$ cat config.mk
export PLATFORM = sky130hd
export DESIGN_NAME = fetch_align
export DESIGN_NICKNAME = d
export VERILOG_FILES = /design/src/rtl/fetch_align.sv
export SDC_FILE = /design/constraint.sdc
export NUM_CORES = 1
export LEC_CHECK = 0
export CORE_MARGIN = 2
export CORE_UTILIZATION = 30
export DETAILED_ROUTE_END_ITERATION = 7
export SETUP_SLACK_MARGIN = 0.02
export SYNTH_ARGS = -nofsm -noshare
export SYNTH_HDL_FRONTEND = slang
export SYNTH_SLANG_ARGS = --single-unit
$ cat constraint.sdc
create_clock -name clk -period 8 [get_ports clk]
set_clock_uncertainty 0.1 [all_clocks]
set_input_delay 1.6 -clock clk [delete_from_list [all_inputs] [get_ports clk]]
set_output_delay 1.6 -clock clk [all_outputs]
set_load 0.005 [all_outputs]
$ cat src/rtl/fetch_align.sv
// Fetch-side aligner: pulls the instruction at pc out of the isram return line,
// stitching RV32C-misaligned 32-bit instructions across two lines.
module fetch_align #(
  parameter logic [31:0] NOP_INSTR = 32'h0000_0013
) (
  input  logic        clk,
  input  logic        cpurst_n,
  input  logic        isram_cs_ff,
  input  logic [28:0] isram_adr_ff,
  input  logic [63:0] isram_rdata,
  input  logic [31:0] pc,
  input  logic        flush,
  input  logic        stall,
  output logic [31:0] rv32_instr,
  output logic        isrv16,
  output logic        instr_valid,
  output logic [31:0] fetch_pc,
  output logic        fetch_misalign
);

  typedef enum logic {ST_RUN, ST_SPLIT} state_t;

  state_t      r_state;
  logic        r_buf_v;
  logic [28:0] r_buf_tag;
  logic [63:0] r_buf_data;
  logic [15:0] r_hold_lo;
  logic [31:0] r_hold_pc;

  logic              w_unused_pc0;
  logic [31:0]       w_pc;
  logic [28:0]       w_nxt_tag;
  logic              w_in_hit_cur, w_buf_hit_cur, w_cur_hit;
  logic              w_in_hit_nxt, w_buf_hit_nxt, w_nxt_hit;
  logic [3:0][15:0]  w_cur_h;
  logic [15:0]       w_lo, w_hi_same, w_nxt_lo;
  logic              w_emit, w_go_split;
  logic [31:0]       w_emit_word, w_emit_pc;

  assign w_unused_pc0 = pc[0];
  assign w_pc         = {pc[31:1], 1'b0};

  // The "next line" is relative to the held pc while waiting, else the live pc.
  assign w_nxt_tag = ((r_state == ST_SPLIT) ? r_hold_pc[31:3] : pc[31:3]) + 29'd1;

  assign w_in_hit_cur  = isram_cs_ff && (isram_adr_ff == pc[31:3]);
  assign w_buf_hit_cur = r_buf_v && (r_buf_tag == pc[31:3]);
  assign w_cur_hit     = w_in_hit_cur || w_buf_hit_cur;
  assign w_cur_h       = w_in_hit_cur ? isram_rdata : r_buf_data;
  assign w_lo          = w_cur_h[pc[2:1]];
  assign w_hi_same     = w_cur_h[pc[2:1] + 2'd1];

  assign w_in_hit_nxt  = isram_cs_ff && (isram_adr_ff == w_nxt_tag);
  assign w_buf_hit_nxt = r_buf_v && (r_buf_tag == w_nxt_tag);
  assign w_nxt_hit     = w_in_hit_nxt || w_buf_hit_nxt;
  assign w_nxt_lo      = w_in_hit_nxt ? isram_rdata[15:0] : r_buf_data[15:0];

  always_comb begin
    w_emit      = 1'b0;
    w_go_split  = 1'b0;
    w_emit_word = NOP_INSTR;
    w_emit_pc   = w_pc;
    if (r_state == ST_SPLIT) begin
      w_emit      = w_nxt_hit;
      w_emit_word = {w_nxt_lo, r_hold_lo};
      w_emit_pc   = r_hold_pc;
    end else if (w_cur_hit) begin
      if (w_lo[1:0] != 2'b11) begin
        w_emit      = 1'b1;
        w_emit_word = {16'h0000, w_lo};
      end else if (pc[2:1] != 2'b11) begin
        w_emit      = 1'b1;
        w_emit_word = {w_hi_same, w_lo};
      end else if (w_nxt_hit) begin
        w_emit      = 1'b1;
        w_emit_word = {w_nxt_lo, w_lo};
      end else begin
        w_go_split  = 1'b1;
      end
    end
  end

  always_ff @(posedge clk or negedge cpurst_n) begin
    if (!cpurst_n) begin
      r_state        <= ST_RUN;
      r_buf_v        <= 1'b0;
      r_buf_tag      <= '0;
      r_buf_data     <= '0;
      r_hold_lo      <= '0;
      r_hold_pc      <= '0;
      rv32_instr     <= NOP_INSTR;
      isrv16         <= 1'b0;
      instr_valid    <= 1'b0;
      fetch_pc       <= '0;
      fetch_misalign <= 1'b0;
    end else begin
      // Line buffer tracks every returned line regardless of stall/flush.
      if (isram_cs_ff) begin
        r_buf_v    <= 1'b1;
        r_buf_tag  <= isram_adr_ff;
        r_buf_data <= isram_rdata;
      end
      if (flush) begin
        r_state        <= ST_RUN;
        rv32_instr     <= NOP_INSTR;
        isrv16         <= 1'b0;
        instr_valid    <= 1'b0;
        fetch_misalign <= 1'b0;
      end else if (!stall) begin
        if (w_emit) begin
          r_state        <= ST_RUN;
          rv32_instr     <= w_emit_word;
          isrv16         <= (w_emit_word[1:0] != 2'b11);
          fetch_pc       <= w_emit_pc;
          instr_valid    <= 1'b1;
          fetch_misalign <= 1'b0;
        end else if (w_go_split) begin
          r_state        <= ST_SPLIT;
          r_hold_lo      <= w_lo;
          r_hold_pc      <= w_pc;
          instr_valid    <= 1'b0;
          fetch_misalign <= 1'b1;
        end else begin
          instr_valid <= 1'b0;
          if (r_state == ST_RUN) fetch_misalign <= 1'b0;
        end
      end
    end
  end

endmodule

# Word-level counts from Yosys, hierarchy flattened
# Cells that the tools add are included.
op_classes:
  addsub: 2
  mul: 0
  n_div: 0
  magnitude_cmp: 2
  eq_ne: 9
  n_shift: 0
  mux: 41
  bitwise: 3
  reduce_logical: 13
ops:
  columns: ["cell", "n"]
  rows:
  - ["$mux 32", 9]
  - ["$eq 29x29->1", 4]
  - ["$bmux 16 s2", 2]
  - ["$mux 64", 1]
  - ["$mux 16", 3]
  - ["$add 29x1->29 const B", 1]
  - ["$mux 29", 1]
  - ["$mux 1", 25]
  - ["$ne 2x2->1 const B", 4]
  - ["$lt 2x3->1 const B", 2]
  - ["$reduce_and 2->1", 3]
  - ["$logic_and 1x1->1", 4]
  - ["$ne 4x2->1 const B", 1]
  - ["$reduce_and 4->1", 1]
  - ["$not 1->1", 3]
  - ["$reduce_and 3->1", 1]
  - ["$reduce_bool 3->1", 1]
  - ["$add 2x1->2 const B", 1]
  - ["$logic_or 1x1->1", 2]
  - ["$reduce_bool 2->1", 1]
totals:
  ff_bits: 209
  latch_bits: 0
  ram_bits: 0
  mem_bits_ro: 0
  inputBits: 130
  out_inout_bits: 67
  elab_cells: 81
  mem_count: 0

# Longest topological paths before layout
logic_depth:
  ltp_word: 14
  mapped_depth: 22
  ltp_nobuf: 12

# Worst setup path after synthesis
# OpenSTA, ideal clock, no wires.
synth_path:
  path_type: "register to register"
  from: "reg r_state"
  to: "reg r_hold_lo[2]"
  setup_ns: 0.125
  arrival_time_ns: 5.439
  required_time_ns: 7.775
  setup_slack_ns: 2.336
  stages_incl_launch_ff: 23
  path_buffers: 10
  synth_period_minus_slack_ns: 5.664
  cell_sequence: "dfrtp_1 > buf_4 > buf_6 > buf_6 > buf_2 > buf_1 > clkbuf_1 > clkbuf_1 > mux2_2 > ha_1 > nand4b_1 > nand2_1 > and4_1 > clkbuf_1 > nand3_1 > nor2_1 > or4_1 > nor4_2 > a211o_1 > nand4b_1 > buf_4 > buf_4 > mux2_2"
synth_via:
  elab_chain_len: 12
  word_cells_on_any_way: 19
  cone_classes: "add/sub (1); eq/ne (2); mux (11); bitwise (1); reduce/logical (4)"
synth_rtl:
  columns: ["element", "line_no", "rtl"]
  rows:
  - ["start, declared", "23", "state_t r_state;"]
  - ["start signal, assigned", "85", "r_state <= ST_RUN;"]
  - ["start signal, assigned", "104", "r_state <= ST_RUN;"]
  - ["start signal, assigned", "111", "r_state <= ST_RUN;"]
  - ["$mux 29", "44", "assign w_nxt_tag = ((r_state == ST_SPLIT) ? r_hold_pc[31:3] : pc[31:3]) + 29'd1;"]
  - ["$add 29x1->29", "44", null]
  - ["$eq 29x29->1, on equally long branches", "53, 54", null]
  - ["$logic_and 1x1->1, on equally long branches", "53, 54", null]
  - ["$logic_or 1x1->1", "55", "assign w_nxt_hit = w_in_hit_nxt || w_buf_hit_nxt;"]
  - ["$mux 1", "74", "end else if (w_nxt_hit) begin"]
  - ["$mux 1", "71", "end else if (pc[2:1] != 2'b11) begin"]
  - ["$mux 1", "68", "if (w_lo[1:0] != 2'b11) begin"]
  - ["$mux 1", "67", "end else if (w_cur_hit) begin"]
  - ["$mux 1", "63", "if (r_state == ST_SPLIT) begin"]
  - ["$not 1->1 (no source line)", null, null]
  - ["$reduce_and 4->1 (no source line) *", null, null]
  - ["end signal, assigned", "119", "r_hold_lo <= w_lo;"]
  - ["end, declared", "27", "logic [15:0] r_hold_lo;"]
# Every way passes the cells marked *; elsewhere a longest branch is shown, timed or not.
# A chain may end at the register's enable or synchronous reset.

# Final worst setup path
layout_path:
  from: "in pc[7]"
  to: "reg fetch_pc[17]"
layout_via:
  elab_chain_len: 11
  word_cells_on_any_way: 22
  cone_classes: "add/sub (1); eq/ne (5); mux (9); reduce/logical (7)"
layout_rtl:
  columns: ["element", "line_no", "rtl"]
  rows:
  - ["start, declared", "11", "input logic [31:0] pc,"]
  - ["$mux 29", "44", null]
  - ["$add 29x1->29", "44", null]
  - ["$eq 29x29->1, on equally long branches", "53, 54", null]
  - ["$logic_and 1x1->1, on equally long branches", "53, 54", null]
  - ["$logic_or 1x1->1", "55", null]
  - ["$mux 1", "74", null]
  - ["$mux 1", "71", null]
  - ["$mux 1", "68", null]
  - ["$mux 1", "67", null]
  - ["$mux 1 *", "63", null]
  - ["$reduce_and 3->1 (no source line) *", null, null]
  - ["end signal, assigned", "114", "fetch_pc <= w_emit_pc;"]
  - ["end, declared", "17", "output logic [31:0] fetch_pc,"]
# Every way passes the cells marked *; elsewhere a longest branch is shown, timed or not. The select of a mux whose other input is x is not followed.

==> impl_summary.md <==
Outcome
The flow ran to the end, and the final reports show no timing, DRC or antenna violations.

Layout
The final net count is 1637. The signed area change from the synthesized netlist to the final layout is 24.5%. The fraction of final layout cells sized beyond drive strength 1 is 22.3%.

The library cell used most frequently in the layout, excluding fill and tap cells, is sky130_fd_sc_hd__dfrtp_1. In the layout the commonest cells are sky130_fd_sc_hd__dfrtp_1 (204), sky130_fd_sc_hd__clkdlybuf4s50_1 (191), sky130_fd_sc_hd__mux2_2 (164). The final core utilization is 37.7%.

STA
The final worst slack is 1610 ps. The share of the cycle needed by the critical path after routing is 79.9%. For the pin with the worst max-slew slack, the measured transition is 1090 ps. Timing would allow up to 156 MHz. Setup repair after global routing left no endpoint under its margin. The final hold violation count came to 0. Adding up every negative setup slack in the final design gives 0 ps.

The final max-slew violation count is 0. The headroom to the max-slew limit is 27.6%. The setup violation total in the final timing report is 0.

The shortest clock period the worst path allows after layout is 6390 ps.

Global routing
The initial antenna violation count is 8. The wire length of the first global-routing pass is 77.2 mm. The largest net degree at the start of global routing is 99. The number of global-route vias before repair is 12.0k.

The total grt overflow is 0. Global routing used 20.4% of the available tracks across all layers.

Logic synthesis
The biggest area contributor in the post-synthesis netlist is sky130_fd_sc_hd__dfrtp_1. The sequential area share after synthesis is 36.1%. The mean cell area of the mapped netlist is 10.6 um2. The count of cell types in the netlist is 75. The number of warning messages in the yosys log is 0. The share of flip-flops with an asynchronous set or reset is 100%. Sorting the synthesized cells by area gives the leading types as sky130_fd_sc_hd__dfrtp_1 (36%), sky130_fd_sc_hd__mux2_2 (13%), sky130_fd_sc_hd__mux4_2 (9.7%), sky130_fd_sc_hd__xnor2_1 (5.8%), sky130_fd_sc_hd__nand2_1 (3.8%). The netlist area before placement is 14400 um2. The synthesis-stage register bit count is 208.

The gate count after technology mapping is 1360. In this run the biggest area consumer among cell types represents 35.5% of the synthesized area. For this run, the leading register cell type out of synthesis is sky130_fd_sc_hd__dfrtp_1. The number of nets in the synthesized netlist is 1492. In this run, synthesis inferred 0 flip-flops with an integrated enable.

Route
The average vias per placed instance is 5.64. The remaining antenna violation count is 0. The count of vias placed by the detailed router is 12.1k. The first routing iteration left 1023 violations. The detail-routed net length per standard cell is 24.1 um. The total routed wirelength is 51.6 mm.

For this run, design rule violations remaining after detail routing come to 0. The first detailed-routing pass ran for 5 iterations.

Critical path
The data required time of the worst path is 8350 ps. On the worst path, the slowest cell contributes a delay of 790 ps. The worst reg2reg path startpoint is r_state. The slowest library cell on the worst path is sky130_fd_sc_hd__nand4b_1. The signal on the critical path passes through clkdlybuf4s50_1 > xnor2_1 > nand2_1 > or3b_2 > nand4b_1 > and4_1 > o31ai_1 > a21bo_2 > a221oi_4 > or3_2 > buf_4 > mux2_2. The endpoint kind of the worst setup timing path is a register. The worst-path maximum fanout is 47. The arrival time at the worst endpoint is 6740 ps. STA classifies the critical path startpoint as an input pin. The launching instance or port of the critical path is pc[7].

The classification of the worst setup path is input pin to register.

Clock tree
The TritonCTS clock tree is built. The cell sitting at the root of the clock tree is a sky130_fd_sc_hd__clkbuf_16. The later pin in the worst-skew pair is clocked with a latency of 570 ps. The clock drives 208 sinks. In this run the deepest clock path goes through 3 buffers. Clock tree synthesis inserted a total of 27 buffers. The number of gates resized after CTS was 0.

Post-CTS timing repair inserted 0 buffers for setup. The number of buffers added to fix hold violations after cts is 0. The H-tree depth is 1.

After clock tree synthesis, the clock-pin slew on the worst setup and hold paths is 60 ps.

Floorplanning
The core region is 47600 um2. The initial cell density of the core is 30.3%. The area of the die is 49900 um2.

During I/O placement, the number of pins put on the boundary was 197. The die width is 223 um. The number of core rows is 80. The die is 223 um tall.

Pwr
The ratio of total power to cell area is 173 nW/um2. The largest voltage drop on the vdd net is 0.182 mV. The leakage power of the design is 7.18 nW. The total power after layout is 0.00312 W.

Placed design
The pre-CTS setup slack is 1090 ps. The half-perimeter wire length after detailed placement is 38.1 mm. During placement, the flow inserted port buffers numbering 194.

At the end of routability-driven placement, the weighted congestion stood at 0.896.

Run
The reported max-cap violation count is 0.

Hold path
The source of the worst hold timing path is r_hold_lo[1]. The type of the most critical hold path is register to register.
[critical path: cells and delay by family]
kind,cells,cell delay [ps]
muxes,1,370
buffers and inverters,2,970
xor gates and xnor gates,1,510
AOI/OAI and AO/OA,3,910
and+or+nand+nor,5,2320
[layer usage]
metal  vias to the layer above  part of all wire [%]  wire length [um]  GRT usage [%]
met1                      6139                    44             22800           28.0
met5                         -                  0.14                72              0
met3                       101                   6.7              3450           4.54
met4                        10                   4.3              2200           8.41
met2                       398                    45             23100           31.0
li1                       5443                     -                 -              -
[sequential cells by signal, indices dropped and copies added, names as in the netlist]
register / cells
r_hold_lo: 16
instr_valid: 1
r_hold_pc: 31
r_buf_tag: 29
r_state: 1
r_buf_data: 64
fetch_misalign: 1
rv32_instr: 32
r_buf_v: 1
isrv16: 1
fetch_pc: 31
[final timing paths]
check / to / slack [ps] / cells past startpoint
min in group asynchronous: fetch_pc[25] / 940 / 1
worst min-delay path: r_hold_lo[1] / 370 / 1
worst min register to register: r_hold_lo[1] / 370 / 1
worst max register to register: r_hold_pc[29] / 2400 / 13
max in group asynchronous: r_state / 5250 / 2
worst max-delay path: fetch_pc[17] / 1610 / 12
[area by class of cell]
class                           count  area (um2)
Multi-Input combinational cell   1026        8740
Fill cell                        4723       29700
Clock buffer                       40         825
Tap cell                          615         769
Sequential cell                   208        5210
Clock inverter                     10         200
Inverter                           23        86.3
Antenna cell                        2        5.00
Timing Repair Buffer              219        2140
[where the power goes]
part	internal [W]	total (W)	leakage (nW)	switching, W
Sequential	0.00110	0.00114	2.65	0.0000443
Combinational	0.000275	0.000585	4.03	0.000310
Clock	0.000877	0.00139	0.502	0.000510
Total	0.00225	0.00312	7.18	0.000864
[synthesized netlist by cell type, types with 17 or more instances]
| library cell | instances |
|---|---|
| sky130_fd_sc_hd__dfrtp_1 | 205 |
| sky130_fd_sc_hd__mux2_2 | 164 |
| sky130_fd_sc_hd__nand2_1 | 147 |
| sky130_fd_sc_hd__xnor2_1 | 95 |
| sky130_fd_sc_hd__clkbuf_1 | 77 |
| sky130_fd_sc_hd__mux4_2 | 62 |
| sky130_fd_sc_hd__nand3_1 | 55 |
| sky130_fd_sc_hd__nand4_1 | 42 |
| sky130_fd_sc_hd__o31ai_1 | 42 |
| sky130_fd_sc_hd__o21ai_0 | 40 |
| sky130_fd_sc_hd__mux2i_1 | 35 |
| sky130_fd_sc_hd__xor2_1 | 31 |
| sky130_fd_sc_hd__nor2_1 | 25 |
| sky130_fd_sc_hd__a31oi_1 | 23 |
| sky130_fd_sc_hd__inv_1 | 22 |
| sky130_fd_sc_hd__o211ai_1 | 22 |
| sky130_fd_sc_hd__a21oi_1 | 21 |
| sky130_fd_sc_hd__nor4_1 | 19 |
| sky130_fd_sc_hd__a21boi_0 | 17 |
[through the flow]
step                      area, um2  hold WS (ps)  instances
after CTS                     18000           371       2141
after floorplan               14400           335       1360
after detailed placement      17000           358       2091
final                         18000           368       2143
after global placement        17000           355       2091
after global routing          18000           392       2143
[logic make-up after synthesis]
group           Yosys count  synth area share, %
fa+ha+maj                 2                0.173
compound gates          241                 11.8
buf+inv                 126                 3.76
other cells               1               0.0260
simple gates            385                 14.1
mux                     261                 24.9
xor+xnor                136                 9.21
flops                   208                 36.1
(Power assumes the default switching activity.)
